## src/rtl/bcd_pkg.sv

```systemverilog
`default_nettype none
// +----------------------------------------------------------------------+
// | Module   : bcd_pkg                                                   |
// | Brief    : Shared types and constants for the BCD conversion path:   |
// |            arbiter state encoding, digit codes, operand range and    |
// |            the four-digit result bundle.                             |
// | Revision : 1.0 - initial release                                     |
// +----------------------------------------------------------------------+
package bcd_pkg;

  // Arbiter states
  typedef enum logic [1:0] {
    ST_IDLE  = 2'd0,
    ST_START = 2'd1,
    ST_BUSY  = 2'd2
  } state_t;

  // Operand width accepted by the conversion engine
  localparam int OPERAND_W = 14;

  // Largest operand the engine can represent in four decimal digits
  localparam int MAX_VALUE = 9999;

  // Digit codes outside 0-9: blank drives a dark segment, err shows "E"
  localparam logic [3:0] BCD_BLANK = 4'hF;
  localparam logic [3:0] BCD_ERR   = 4'hE;

  // Four BCD digits, most significant first so the packed vector reads
  // {thousands, hundreds, tens, ones}
  typedef struct packed {
    logic [3:0] thousands;
    logic [3:0] hundreds;
    logic [3:0] tens;
    logic [3:0] ones;
  } bcd_digits_t;

  localparam bcd_digits_t DIGITS_BLANK = {4{BCD_BLANK}};
  localparam bcd_digits_t DIGITS_ERR   = {4{BCD_ERR}};

endpackage : bcd_pkg
`default_nettype wire

```

## src/rtl/bcd_blank_mask.sv

```systemverilog
`default_nettype none
// +----------------------------------------------------------------------+
// | Module   : bcd_blank_mask                                            |
// | Brief    : Replaces leading-zero digit positions with the blank      |
// |            code, based on the magnitude of the operand that produced |
// |            them. The engine may leave stale values in those          |
// |            positions, so the raw digits are never trusted there.     |
// |            The ones digit is always shown.                           |
// | Revision : 1.0 - initial release                                     |
// +----------------------------------------------------------------------+
module bcd_blank_mask
  import bcd_pkg::*;
(
  input  logic [OPERAND_W-1:0] operand,
  input  logic [15:0]          raw_digits,
  output logic [15:0]          blanked_digits
);

  bcd_digits_t w_digits;

  // Blank every position above the operand's most significant decimal digit
  always_comb begin
    w_digits = raw_digits;
    if (operand < 14'd10) begin
      w_digits.tens      = BCD_BLANK;
      w_digits.hundreds  = BCD_BLANK;
      w_digits.thousands = BCD_BLANK;
    end else if (operand < 14'd100) begin
      w_digits.hundreds  = BCD_BLANK;
      w_digits.thousands = BCD_BLANK;
    end else if (operand < 14'd1000) begin
      w_digits.thousands = BCD_BLANK;
    end
  end

  assign blanked_digits = w_digits;

endmodule : bcd_blank_mask
`default_nettype wire

```

## src/rtl/bcd_conv_arbiter.sv

```systemverilog
`default_nettype none
// +----------------------------------------------------------------------+
// | Module   : bcd_conv_arbiter                                          |
// | Brief    : Round-robin sharing of one 4-digit BCD conversion engine  |
// |            between two requesters. Handles the engine start/ready    |
// |            handshake, holds the operand for the whole job, rejects   |
// |            out-of-range operands, blanks leading digits and aborts   |
// |            jobs that exceed a watchdog limit. All outputs registered.|
// | Revision : 1.0 - initial release                                     |
// +----------------------------------------------------------------------+
module bcd_conv_arbiter
  import bcd_pkg::*;
#(
  parameter int TIMEOUT_CYC = 64,
  parameter int MAX_VALUE   = bcd_pkg::MAX_VALUE
) (
  input  logic                 clk,
  input  logic                 rst,
  input  logic                 req0,
  input  logic                 req1,
  input  logic [OPERAND_W-1:0] val0,
  input  logic [OPERAND_W-1:0] val1,
  output logic                 ack0,
  output logic                 ack1,
  output logic                 conv_start,
  output logic [OPERAND_W-1:0] conv_value,
  input  logic                 conv_ready,
  input  logic [3:0]           conv_a,
  input  logic [3:0]           conv_b,
  input  logic [3:0]           conv_c,
  input  logic [3:0]           conv_d,
  output logic [15:0]          res_digits,
  output logic                 res_valid,
  output logic                 res_id,
  output logic                 res_err
);

  localparam int WD_W = $clog2(TIMEOUT_CYC + 1);
  localparam logic [OPERAND_W-1:0] c_max_operand = OPERAND_W'(MAX_VALUE);
  // Abort on the cycle the count would reach TIMEOUT_CYC
  localparam logic [WD_W-1:0]      c_wd_last     = WD_W'(TIMEOUT_CYC - 1);

  // Registered state
  state_t                 r_state;
  logic                   r_last;      // requester served most recently
  logic                   r_job_id;    // requester owning the job in flight
  logic [WD_W-1:0]        r_wdog;
  logic                   r_ack0;
  logic                   r_ack1;
  logic                   r_conv_start;
  logic [OPERAND_W-1:0]   r_conv_value;
  bcd_digits_t            r_res_digits;
  logic                   r_res_valid;
  logic                   r_res_id;
  logic                   r_res_err;

  // Next-state values
  state_t                 w_nxt_state;
  logic                   w_nxt_last;
  logic                   w_nxt_job_id;
  logic [WD_W-1:0]        w_nxt_wdog;
  logic                   w_nxt_ack0;
  logic                   w_nxt_ack1;
  logic                   w_nxt_conv_start;
  logic [OPERAND_W-1:0]   w_nxt_conv_value;
  bcd_digits_t            w_nxt_res_digits;
  logic                   w_nxt_res_valid;
  logic                   w_nxt_res_id;
  logic                   w_nxt_res_err;

  // Arbitration helpers
  logic                   w_req_any;
  logic                   w_gnt_id;
  logic [OPERAND_W-1:0]   w_gnt_val;
  logic                   w_gnt_oor;
  logic [15:0]            w_raw_digits;
  logic [15:0]            w_blanked;

  // On a tie the requester not served last wins; otherwise the lone requester
  assign w_req_any    = req0 | req1;
  assign w_gnt_id     = (req0 & req1) ? ~r_last : req1;
  assign w_gnt_val    = w_gnt_id ? val1 : val0;
  assign w_gnt_oor    = (w_gnt_val > c_max_operand);
  assign w_raw_digits = {conv_d, conv_c, conv_b, conv_a};

  // Blanking keys off the latched operand, not the live requester value
  bcd_blank_mask u_blank_mask (
    .operand        (r_conv_value),
    .raw_digits     (w_raw_digits),
    .blanked_digits (w_blanked)
  );

  // Next-state and registered-output decode
  always_comb begin
    w_nxt_state      = r_state;
    w_nxt_last       = r_last;
    w_nxt_job_id     = r_job_id;
    w_nxt_wdog       = r_wdog;
    w_nxt_ack0       = 1'b0;
    w_nxt_ack1       = 1'b0;
    w_nxt_conv_start = 1'b0;
    w_nxt_conv_value = r_conv_value;
    w_nxt_res_digits = r_res_digits;
    w_nxt_res_valid  = 1'b0;
    w_nxt_res_id     = r_res_id;
    w_nxt_res_err    = r_res_err;

    case (r_state)
      ST_IDLE: begin
        if (w_req_any) begin
          if (w_gnt_oor) begin
            // Rejected without touching the engine, so conv_ready is irrelevant
            w_nxt_res_digits = DIGITS_ERR;
            w_nxt_res_err    = 1'b1;
            w_nxt_res_valid  = 1'b1;
            w_nxt_res_id     = w_gnt_id;
            w_nxt_ack0       = ~w_gnt_id;
            w_nxt_ack1       = w_gnt_id;
            w_nxt_last       = w_gnt_id;
          end else if (conv_ready) begin
            w_nxt_conv_value = w_gnt_val;
            w_nxt_conv_start = 1'b1;
            w_nxt_job_id     = w_gnt_id;
            w_nxt_state      = ST_START;
          end
        end
      end

      ST_START: begin
        w_nxt_wdog  = '0;
        w_nxt_state = ST_BUSY;
      end

      ST_BUSY: begin
        if (conv_ready) begin
          w_nxt_res_digits = w_blanked;
          w_nxt_res_err    = 1'b0;
          w_nxt_res_valid  = 1'b1;
          w_nxt_res_id     = r_job_id;
          w_nxt_ack0       = ~r_job_id;
          w_nxt_ack1       = r_job_id;
          w_nxt_last       = r_job_id;
          w_nxt_state      = ST_IDLE;
        end else if (r_wdog == c_wd_last) begin
          w_nxt_res_digits = DIGITS_ERR;
          w_nxt_res_err    = 1'b1;
          w_nxt_res_valid  = 1'b1;
          w_nxt_res_id     = r_job_id;
          w_nxt_ack0       = ~r_job_id;
          w_nxt_ack1       = r_job_id;
          w_nxt_last       = r_job_id;
          w_nxt_state      = ST_IDLE;
        end else begin
          w_nxt_wdog = r_wdog + 1'b1;
        end
      end

      default: begin
        w_nxt_state = ST_IDLE;
      end
    endcase
  end

  // State and output registers; reset aborts any job with no ack
  always_ff @(posedge clk or posedge rst) begin
    if (rst) begin
      r_state      <= ST_IDLE;
      r_last       <= 1'b1;
      r_job_id     <= 1'b0;
      r_wdog       <= '0;
      r_ack0       <= 1'b0;
      r_ack1       <= 1'b0;
      r_conv_start <= 1'b0;
      r_conv_value <= '0;
      r_res_digits <= DIGITS_BLANK;
      r_res_valid  <= 1'b0;
      r_res_id     <= 1'b0;
      r_res_err    <= 1'b0;
    end else begin
      r_state      <= w_nxt_state;
      r_last       <= w_nxt_last;
      r_job_id     <= w_nxt_job_id;
      r_wdog       <= w_nxt_wdog;
      r_ack0       <= w_nxt_ack0;
      r_ack1       <= w_nxt_ack1;
      r_conv_start <= w_nxt_conv_start;
      r_conv_value <= w_nxt_conv_value;
      r_res_digits <= w_nxt_res_digits;
      r_res_valid  <= w_nxt_res_valid;
      r_res_id     <= w_nxt_res_id;
      r_res_err    <= w_nxt_res_err;
    end
  end

  assign ack0       = r_ack0;
  assign ack1       = r_ack1;
  assign conv_start = r_conv_start;
  assign conv_value = r_conv_value;
  assign res_digits = r_res_digits;
  assign res_valid  = r_res_valid;
  assign res_id     = r_res_id;
  assign res_err    = r_res_err;

endmodule : bcd_conv_arbiter
`default_nettype wire
```

## config.mk

```make
export PLATFORM = sky130hd
export DESIGN_NAME = bcd_conv_arbiter
export DESIGN_NICKNAME = d
export VERILOG_FILES = /design/src/rtl/bcd_pkg.sv /design/src/rtl/bcd_blank_mask.sv /design/src/rtl/bcd_conv_arbiter.sv
export SDC_FILE = /design/constraint.sdc
export NUM_CORES = 1
export LEC_CHECK = 0
export BUFFER_PORTS_ARGS = -buffer_cell sky130_fd_sc_hd__buf_2
export CAP_MARGIN = 15
export CORE_UTILIZATION = 38
export CTS_BUF_LIST = sky130_fd_sc_hd__clkbuf_8
export CTS_CLUSTER_SIZE = 20
export DETAILED_ROUTE_END_ITERATION = 8
export PLACE_DENSITY_LB_ADDON = 0.05
export SLEW_MARGIN = 5
export SYNTH_ARGS = -nofsm -noshare
export SYNTH_HDL_FRONTEND = slang
export SYNTH_SLANG_ARGS = --single-unit
```

## constraint.sdc

```tcl
create_clock -name clk -period 3.1 [get_ports clk]
set_input_delay 0.62 -clock clk [delete_from_list [all_inputs] [get_ports clk]]
set_output_delay 0.62 -clock clk [all_outputs]
set_load 0.02 [all_outputs]
```

# [Yosys cells after proc, flatten, opt, wreduce, memory -nomap -nowiden]
# Index checks and enable logic that the tools add are counted.
[word_totals] register_bits=47 out_inout_bits=36 wordCells=93
[classes] addsub=1 n_lt_le_gt_ge=4 n_eq_ne=10 muxes=50 bitwise_logic=6 reduce_logical=7
[ops] operator="16-bit 2-to-1 mux" n=4
[ops] operator="16-bit case mux with 2 select lines" n=1
[ops] operator="1-bit 2-to-1 mux" n=25
[ops] operator="4-bit 2-to-1 mux" n=4
[ops] operator="14-bit greater-than comparator (second input constant)" n=1
[ops] operator="14-bit by 10-bit < comparator with 1-bit output (second input constant)" n=1
[ops] operator="14-bit by 4-bit < comparator with 1-bit output (second input constant)" n=1
[ops] operator="14-bit by 7-bit < comparator with 1-bit output (second input constant)" n=1
[ops] operator="14-bit 2-to-1 mux" n=1
[ops] operator="7-bit 2-to-1 mux" n=2
[ops] operator="7-bit case mux with 2 select lines" n=1
[ops] operator="2-bit inequality test (second input constant)" n=6
[ops] operator="4-bit AND reduction" n=3
[ops] operator="2-bit 2-to-1 mux" n=5
[ops] operator="1-bit case mux with 2 select lines" n=5
[ops] operator="8-bit 2-to-1 mux" n=1
[ops] operator="7-bit by 1-bit adder with 7-bit output (second input constant)" n=1
[ops] operator="7-bit by 6-bit == test with 1-bit output (second input constant)" n=1
[ops] operator="2-bit case mux with 3 select lines" n=1
[ops] operator="1-bit NOT" n=4
[ops] operator="2-bit nonzero test" n=2
[ops] operator="3-bit inequality test (second input constant)" n=1
[ops] operator="3-bit AND reduction" n=1
[ops] operator="2-bit by 1-bit == test with 1-bit output (second input constant)" n=1
[ops] operator="other kinds (4)" n=4

# [Depth between registers and ports, before layout]
[depth] depth_word=7 mapped_depth=8

# [Modules after synthesis]
# A second synthesis with hierarchy kept.
[hier_totals] hier_cells=260 area_unflattened_um2=2675.1
[modules_own_cells] mod="bcd_conv_arbiter" instances=1 cells_per_inst=234 area_per_inst_um2=2489.9 seq_area_each_um2=1197.4
[modules_own_cells] mod="bcd_blank_mask" instances=1 cells_per_inst=26 area_per_inst_um2=185.2 seq_area_each_um2=0.0

# [Least setup slack after synthesis]
# No wires, ideal clock.
[synth_path] path_kind="input -> register" from="input req1" to="register r_res_id, in the netlist res_id" arrival_ps=2384 setup_slack_ps=589 stages=7 n_path_buf=1 cell_sequence="a21boi_4 > mux2_4 > o2111a_1 > or4_4 > buf_6 > clkinv_4 > mux2_1"
[synth_between] elab_chain_cells=6 elab_cells_between_ends=11 classes_between="1 x order compare; 2 x eq/ne; 5 x mux; 2 x bitwise; 1 x reduce/logical"
[synth_rtl] element="start: declaration" line_no="bcd_conv_arbiter.sv:20" rtl="input logic req1,"
[synth_rtl] element="1-bit bitwise AND" line_no="bcd_conv_arbiter.sv:81" rtl="assign w_gnt_id = (req0 & req1) ? ~r_last : req1;"
[synth_rtl] element="1-bit 2-to-1 mux" line_no="bcd_conv_arbiter.sv:81"
[synth_rtl] element="14-bit 2-to-1 mux" line_no="bcd_conv_arbiter.sv:82" rtl="assign w_gnt_val = w_gnt_id ? val1 : val0;"
[synth_rtl] element="14-bit greater-than comparator" line_no="bcd_conv_arbiter.sv:83" rtl="assign w_gnt_oor = (w_gnt_val > c_max_operand);"
[synth_rtl] element="2-bit inequality test (no source line)"
[synth_rtl] element="4-bit AND reduction (no source line)"
[synth_rtl] element="end signal: assignment" line_no="bcd_conv_arbiter.sv:190" rtl="r_res_id <= w_nxt_res_id;"
[synth_rtl] element="end: declaration" line_no="bcd_conv_arbiter.sv:54" rtl="logic r_res_id;"
# Parallel ways exist; a longest one is shown, timed or not. The select of a mux whose other input is x is not followed.
# A chain may end at the register's enable or synchronous reset.

# [Worst setup path after layout]
# Ends and elaborated chain as after synthesis.

==> results.md <==
- Status: complete, no violations
- Cell count after synthesis: 178
- Layout area overhead: 25.44%
- Fin area: 0.002776 sq mm
- Syn avg cell area: roughly 12 sq um
- Pint: 0.001368 W
- Combinational share of power: between 30% and 40%
- Worst-Skew Late Latency: ~300 ps
- Final #Nets: between 300 and 400
- Worst Path Buf+Inv: 2
- Initial Utilization: 39.71%
- I/O Pins: 85
- Flops & latches, synth: 47
- Clock transition at the registers of the reported paths: roughly 90 ps
- Part of the power in registers: 45.6%
- Cts hold-fix bufs: 0
- Critical path capture point type: flop
- Worst min-delay path category: flop to flop
- Row count: 27
- Critical Path AT: 2660 ps
- Final Hold Vio Count: 0
- Asr flop ratio synth: 100.0%
- First-pass GRT wire length: a little over 8 mm
- Share of layout cells above drive strength 1: 54.31%
- Setup TNS: 0 ps
- Die Area: 0.006134 sq mm
- Port Buffers: 84
- Wire per inst: 14.46 um
- DRT Wirelength: approximately 5 mm
- Cell taking the most area after synthesis: dfrtp_1
- Die Y: around 78 um
- Synth cell count leaders: 30 x dfrtp_1, 27 x mux2_2, 17 x dfstp_2
- Worst-Margin Slew: 957.6 ps
- CP top delay family: multiplexers
- Switching power: 0.0008448 W
- CTS Buf Count: 5
- Placed Area: 0.002691 sq mm
- Slowest library cell on the worst path: or4_4
- Dpl hpwl: between 3 and 4 mm
- Largest net degree at the start of global routing: 48
- Leak: 1.273 nW
- Post-route DRC: 0
- Clock Path Buffers: 2
- Max frequency: between 400 and 500 MHz
- Register area share after synthesis: 54.10%
- Crit Path Class: primary input to flop
- All-layer global routing usage: 17.06%
- CP required: 3280 ps
- CTS resizes: 0
- Synth warn: 0
- Drt first-iter violations: 45
- Mapped Nets: 228
- CTS tree: done
- Post-DRT Antenna Nets: 0
- Ant diodes: 0
- Share of the synthesized area in the top cell type: around a third
- Synth Flop Type: dfrtp_1
- Slew Limit Fails: 0
- Number of synthesized flops with an enable pin: 0
- Gp weighted congestion: 0.7537
- Vias: 1,711
- Crit path largest cell delay: 590 ps
- Top post-synthesis cells by area: dfrtp_1 34%, dfstp_2 20%, mux2_2 14%
- CTS sink count: between 40 and 50
- DR vias/cell: 5.047
- Final worst-path cycle share: approximately four fifths
- Vias in the first global route: 1,667
- Critical path peak fanout: 17
- # setup viols final: 0
- Clock root cell: clkbuf_8
- PwrDens: 797.0 mW/mm^2
- Pre-antenna DRT Iters: 4
- Switching Share: 38.18%
- Worst path cell trace: buf_2 -> a21boi_4 -> mux2_4 -> o2111a_1 -> or4_4 -> clkinv_4 -> mux2_1
- Most common cell in the synthesized netlist: dfrtp_1
- Critical path startpoint category: primary input
- RSZ-0062 raised after global routing: false
- Clock share of power: 16.2%
- Grt ovf: 0
- Slew Limit Headroom: 36.06%
- Number of H-tree levels: 2
- Distinct cell type count after synthesis: 47
- Postcts setup bufs: 0
- Cell Area, Synth: 0.002213 sq mm
- Worst vdd ir: 0.3813 mV
- Clock Skew: ~5.7 ps
- Die X: 78.32 um
- Core ar.: about 0.0056 sq mm
- Antenna violations before repair: 0
- Final Critical Period: 2479 ps
- MaxCap Viol Count: 0
-- power by group through the flow --
stage / registers [W] / logic, W / clock network [W]
after global placement: 0.00102 / 0.000846 / 0
after CTS: 0.00101 / 0.000857 / 0.000371
after detailed placement: 0.00102 / 0.000856 / 0
after global routing: 0.00104 / 0.000916 / 0.000399
after floorplan: 0.00121 / 0.000384 / 0
final: 0.00101 / 0.000846 / 0.000357
-- worst reg2reg max path: stages, from the launching register on --
cell and delay (ps):
dfstp_2 390, a21boi_4 310, mux2_4 330, o2111a_1 170, or4_4 590, clkinv_4 150
mux2_1 340
-- cell usage in the layout, fill, tap and decap left out, drive strengths merged, types with 5 or more instances in the layout --
| master | instances |
|---|---|
| mux2 | 30 |
| dfstp | 17 |
| inv | 6 |
| nand2 | 14 |
| nor2 | 6 |
| buf | 86 |
| nand3 | 6 |
| dfrtp | 30 |
| clkbuf | 5 |
| o22a | 12 |
| o21ai | 8 |
-- logic make-up after synthesis --
kind of cell | synth area share [%]
xor+xnor | 0.7916
fa+ha+maj | 0.5652
buf+inv | 3.392
compound gates | 14.25
mux | 15.43
flops | 54.10
simple gates | 11.48
-- registers in the layout, summed over array words and instances (netlist names) --
register / count
r_last: 1
res_err: 1
res_digits: 16
r_wdog: 7
ack0: 1
conv_value: 14
r_state: 2
r_job_id: 1
conv_start: 1
res_id: 1
ack1: 1
res_valid: 1
-- final timing paths --
kind | slack, ps | startpoint | to | depth (start not counted)
hold / removal | 500 | res_digits[8] | res_digits[8] | 1
setup reg to reg | 710 | r_last | res_id | 6
setup / recovery | 620 | req1 | res_id | 7
hold reg to reg | 500 | res_digits[8] | res_digits[8] | 1
min in group asynchronous | 540 | rst | r_job_id | 2
max in group asynchronous | 1970 | rst | conv_value[7] | 2
-- per-stage QoR --
| stage | cells | hold slack (ps) | total power (W) | utilization, % | setup WS [ps] |
|---|---|---|---|---|---|
| 2_1_floorplan | 178 | 485.4 | 0.001593 | - | 588.5 |
| 3_3_place_gp | 331 | 480.8 | 0.001866 | 48.28 | 368.5 |
| 3_5_place_dp | 331 | 489.6 | 0.001876 | 48.28 | 288.6 |
| 4_1_cts | 339 | 504.1 | 0.002238 | 49.81 | 608.9 |
| 5_1_grt | 339 | 515.5 | 0.002353 | 49.81 | 568.9 |
| 6_report | 339 | 500.4 | 0.002213 | 49.81 | 621.3 |
-- per-layer routing --
| layer | share of wire (%) | global-route usage (%) | vias up |
|---|---|---|---|
| met5 | 0 | 0 | - |
| met4 | 1.2 | 6.111 | 0 |
| met3 | 5.3 | 3.488 | 7 |
| met2 | 45 | 26.32 | 58 |
| met1 | 48 | 23.75 | 808 |
| li1 | - | - | 838 |
-- layout make-up --
cell class	count	area [sq um]
Tap cell	72	90.09
Fill cell	549	2798
Clock buffer	5	68.82
Clock inverter	3	16.27
Multi-Input combinational cell	120	940.9
Inverter	6	27.53
Sequential cell	47	1197
Timing Repair Buffer	86	435.4
No activity file was read; power rests on OpenSTA's default activity.
